`src/rtl/match_scoreboard.sv`:
```
// rtl/match_scoreboard.sv - round-by-round match scoreboard with win/lose/draw tally and game decision FSM
// Optional P1 win-streak tracking is enabled by defining SCOREBOARD_STREAK_EN.
module match_scoreboard #(
  parameter int CNT_W      = 4,
  parameter int WIN_TARGET = 3,
  parameter int MAX_ROUNDS = 5
) (
  input  logic             clk,
  input  logic             resetn,
  input  logic             result_valid,
  input  logic [1:0]       matchresult,
  input  logic             new_game,
  output logic [CNT_W-1:0] round,
  output logic [CNT_W-1:0] win,
  output logic [CNT_W-1:0] lose,
  output logic [CNT_W-1:0] draw,
  output logic             game_over,
  output logic [1:0]       winner,
  output logic             reject,
  output logic [CNT_W-1:0] streak,
  output logic [CNT_W-1:0] best_streak
);

  localparam logic [CNT_W-1:0] CNT_MAX = '1;
  localparam logic [CNT_W-1:0] TARGET  = CNT_W'(WIN_TARGET);
  localparam logic [CNT_W-1:0] LIMIT   = CNT_W'(MAX_ROUNDS);

  typedef enum logic [1:0] {PLAY, P1_WON, P2_WON, TIE} state_t;

  state_t           state;
  state_t           state_nxt;
  logic             accept;
  logic [CNT_W-1:0] round_nxt;
  logic [CNT_W-1:0] win_nxt;
  logic [CNT_W-1:0] lose_nxt;
  logic [CNT_W-1:0] draw_nxt;

  function automatic logic [CNT_W-1:0] sat_inc(input logic [CNT_W-1:0] v);
    return (v == CNT_MAX) ? v : v + 1'b1;
  endfunction

  function automatic logic [1:0] winner_code(input state_t s);
    case (s)
      P1_WON:  return 2'b01;
      P2_WON:  return 2'b11;
      TIE:     return 2'b10;
      default: return 2'b00;
    endcase
  endfunction

  // Decision uses the post-increment tallies so the deciding round takes effect at its own edge.
  always_comb begin
    accept    = result_valid && (matchresult != 2'b00);
    round_nxt = sat_inc(round);
    win_nxt   = (matchresult == 2'b01) ? sat_inc(win)  : win;
    lose_nxt  = (matchresult == 2'b11) ? sat_inc(lose) : lose;
    draw_nxt  = (matchresult == 2'b10) ? sat_inc(draw) : draw;
    state_nxt = PLAY;
    if (win_nxt == TARGET)
      state_nxt = P1_WON;
    else if (lose_nxt == TARGET)
      state_nxt = P2_WON;
    else if (round_nxt == LIMIT) begin
      if (win_nxt > lose_nxt)
        state_nxt = P1_WON;
      else if (lose_nxt > win_nxt)
        state_nxt = P2_WON;
      else
        state_nxt = TIE;
    end
  end

  always_ff @(posedge clk or negedge resetn) begin
    if (!resetn) begin
      state     <= PLAY;
      round     <= '0;
      win       <= '0;
      lose      <= '0;
      draw      <= '0;
      game_over <= 1'b0;
      winner    <= 2'b00;
      reject    <= 1'b0;
    end else begin
      reject <= 1'b0;
      if (new_game) begin
        state     <= PLAY;
        round     <= '0;
        win       <= '0;
        lose      <= '0;
        draw      <= '0;
        game_over <= 1'b0;
        winner    <= 2'b00;
      end else if (accept) begin
        if (state == PLAY) begin
          round     <= round_nxt;
          win       <= win_nxt;
          lose      <= lose_nxt;
          draw      <= draw_nxt;
          state     <= state_nxt;
          game_over <= (state_nxt != PLAY);
          winner    <= winner_code(state_nxt);
        end else begin
          reject <= 1'b1;
        end
      end
    end
  end

`ifdef SCOREBOARD_STREAK_EN
  logic [CNT_W-1:0] streak_nxt;

  always_comb begin
    streak_nxt = (matchresult == 2'b01) ? sat_inc(streak) : '0;
  end

  // best_streak deliberately survives new_game; only resetn clears it.
  always_ff @(posedge clk or negedge resetn) begin
    if (!resetn) begin
      streak      <= '0;
      best_streak <= '0;
    end else if (new_game) begin
      streak <= '0;
    end else if (accept && state == PLAY) begin
      streak <= streak_nxt;
      if (streak_nxt > best_streak)
        best_streak <= streak_nxt;
    end
  end
`else
  assign streak      = '0;
  assign best_streak = '0;
`endif

endmodule

```
`config.mk`:
```
export PLATFORM = sky130hd
export DESIGN_NAME = match_scoreboard
export DESIGN_NICKNAME = d
export VERILOG_FILES = /design/src/rtl/match_scoreboard.sv
export SDC_FILE = /design/constraint.sdc
export NUM_CORES = 1
export LEC_CHECK = 0
export ABC_CLOCK_PERIOD_IN_PS = 5500
export CORE_UTILIZATION = 29
export DETAILED_ROUTE_END_ITERATION = 16
export PLACE_DENSITY = 0.6
export RECOVER_POWER = 100
export REMOVE_ABC_BUFFERS = 1
export SKIP_CTS_REPAIR_TIMING = 1
export SLEW_MARGIN = 20
export SYNTH_ARGS = -nofsm -noshare
export SYNTH_HDL_FRONTEND = slang
export SYNTH_SLANG_ARGS = --single-unit
```
`constraint.sdc`:
```
create_clock -name clk -period 5.5 [get_ports clk]
set_input_delay 1.1 -clock clk [delete_from_list [all_inputs] [get_ports clk]]
set_output_delay 1.1 -clock clk [all_outputs]
set_load 0.1 [all_outputs]
```
==> flow_summary.yaml <==
finish:
  areaGrowthSynthToFinish_pct: 18.5
  fin_nets: 216
  final_cell_area_sq_um: 1870
  diodes: 0
  final_layout_size_suffix_gt1_frac: 0.0612
grt:
  grt_pass1_vias: 1169
  grt_max_degree: 26
  grt_pass1_wl_microns: 5480
  antenna_found_initial: 0
  grt_usage: 0.127
  grt-ovfl-total: 0
yosys:
  synth_top_area_cell: "dfrtp_1"
  post_synth_num_cell_types: 42
  synth_top_cell_area_share: 0.348
  synth_edf_count: 0
  syn_area_sq_um: 1580
  ys_async_sr_fraction: 1.00
  syn_inst: 172
  ys_seq_area_frac: 0.348
  ys_ff_latch: 22
  yosys_warnings: 0
  avgSynthCellArea_sq_um: 9.19
  synth_top_flop_cell: "dfrtp_1"
  synth_area_leaders: "dfrtp_1 35%, ha_1 9.5%, nor2_1 5.5%, mux2i_1 5.1%, nand2_1 4.0%"
route:
  drc_errors: 0
  post_drt_wl_per_cell_microns: 12.0
  wirelength_microns: 3190
  firstDrtPassIters: 4
  vias_per_cell: 4.62
  vias: 1229
  drt-initial-drc-count: 72
  ant_nets: 0
floorplan:
  die_w_microns: 75.8
  rows: 26
  die_area_sq_um: 5750
  dieHeight_microns: 75.8
  pin_count: 34
  design.core.area_sq_um: 5170
  start_util: 0.306
sta:
  max_freq_mhz: 247
  fin_tns_setup_ns: 0
  hold_violations: 0
  maxSlewViolCount: 0
  slew_headroom: 0.182
  setup_viol: 0
  worst_slew_pin_slew_ns: 1.23
  fin_crit_sh: 0.735
  grt_setup_unrepaired: "false"
  period_minus_slack_ns: 4.04
  fin_skew_ns: 0.00234
status:
  status: "complete, no violations"
setup_path:
  crit_required_ns: 5.64
  worstPathArrival_ns: 4.19
  critPathKind: "input port to flip-flop"
  worst-path-max-fanout: 8
  crit_path_start_kind: "input port"
  crit_path_end_kind: "flip-flop"
place:
  place.gp.congestion: 0.790
  place_area_sq_um: 1880
  io_buffers: 25
  dpl.hpwl_microns: 2290
pwr:
  p_total_mw: 0.371
  p_leak_nw: 0.880
  power.density_nw_per_um2: 198
  peakVddDrop_mv: 0.106
job:
  cap_violations: 0
clock_network:
  clkTransAtPathRegs_ns: 0.08
  clockBufferDepth: 2
  cts-htree-levels: 1
  cts.root.buffer_cell: "clkbuf_8"
  cts_buffers: 3
  numClockSinks: 22
  worst_skew_pair.late_latency_ns: 0.26
  cts_tree: "built"
min_path:
  hp-class: "flip-flop to flip-flop"
[synthesized netlist by cell type (2+ instances only)]
cell type,instances
buf_4,8
xnor2_1,4
nand2b_1,7
ha_1,12
nand2_1,17
nor2_1,23
mux2i_1,8
nand3b_1,2
o41ai_2,2
clkbuf_1,3
or2_1,2
inv_1,5
nor3_1,3
xor2_1,4
a31oi_1,4
a21oi_1,12
nand4_1,2
nand3_1,6
nor2b_1,2
dfrtp_1,22
o21ai_0,3
[worst paths after layout]
path | from | endpoint | slack (ns) | cells after the start
min in group asynchronous | resetn | draw[1] | 1.07 | 1
worst min-delay path | game_over | game_over | 0.51 | 2
max in group asynchronous | resetn | state[0] | 3.70 | 1
worst min register to register | game_over | game_over | 0.51 | 2
worst max register to register | lose[0] | winner[1] | 2.30 | 13
worst max-delay path | matchresult[0] | winner[1] | 1.46 | 14
[per-layer routing]
metal	routed length [microns]	global-route usage	vias to the layer above
met5	0	0	-
met4	18	0.0309	0
met3	184	0.0384	2
met2	1400	0.195	36
met1	1590	0.173	563
li1	-	-	628
[worst max-delay path, stage by stage]
cell and delay (ns):
dlygate4sd3_1 0.70, nand2_2 0.13, a31oi_1 0.29, mux2_2 0.38, ha_1 0.30, a21oi_1 0.14
o21ai_0 0.11, a21boi_0 0.36, nor2_1 0.13, ha_1 0.21, nor2_1 0.10, nor3_1 0.05
a21oi_1 0.14, nor2_1 0.06
[final cells by class]
cell class                 instances  area (sq um)
clock buffer                       3          41.3
fill                             536          3300
inverter                           5          18.8
multi-input combinational        140           923
sequential                        22           551
tap                               70          87.6
timing repair buffer              26           251
[logic make-up (layout without fill, tap and decap cells)]
group,Yosys count,in the layout,synth area share
simple gates,73,73,0.252
compound gates,30,30,0.140
flops,22,22,0.348
buf+inv,17,34,0.0602
fa+ha+maj,12,12,0.0950
mux,9,9,0.0578
xor+xnor,8,8,0.0443
other cells,1,8,0.00237
[report_power, final]
| group | total (mW) | internal [mW] | leakage (nW) | switching, mW |
|---|---|---|---|---|
| logic | 0.0994 | 0.0215 | 0.553 | 0.0779 |
| registers | 0.171 | 0.165 | 0.305 | 0.00549 |
| clock network | 0.101 | 0.0489 | 0.0216 | 0.0520 |
[cell usage in the layout, fill, tap and decap left out, drive strengths merged, types with 2 or more instances in the layout]
master,instances
nand4,2
nor2b,2
a31oi,4
conb,8
a21oi,13
o41ai,2
dlygate4sd3,21
nand2,18
mux2i,8
o21ai,4
xor2,4
nand3,6
xnor2,4
dfrtp,22
nor2,23
nand3b,2
clkdlybuf4s50,3
inv,5
nor3,4
or2,2
clkbuf,4
nand2b,7
ha,12
[per-stage QoR]
stage / utilization / setup WS (ns) / hold slack, ns / std cells
after floorplan: - / 2.13 / 0.536 / 167
after global placement: 0.363 / 1.43 / 0.507 / 263
after detailed placement: 0.363 / 1.35 / 0.510 / 263
after CTS: 0.371 / 1.60 / 0.524 / 266
after global routing: 0.362 / 1.19 / 0.549 / 266
final: 0.362 / 1.46 / 0.509 / 266
[flip-flops by register name, summed over array words and instances (netlist names)]
register / flops
winner: 2
round: 4
state: 2
draw: 4
game_over: 1
reject: 1
win: 4
lose: 4
Note: power is estimated with default switching activity, not from simulation.
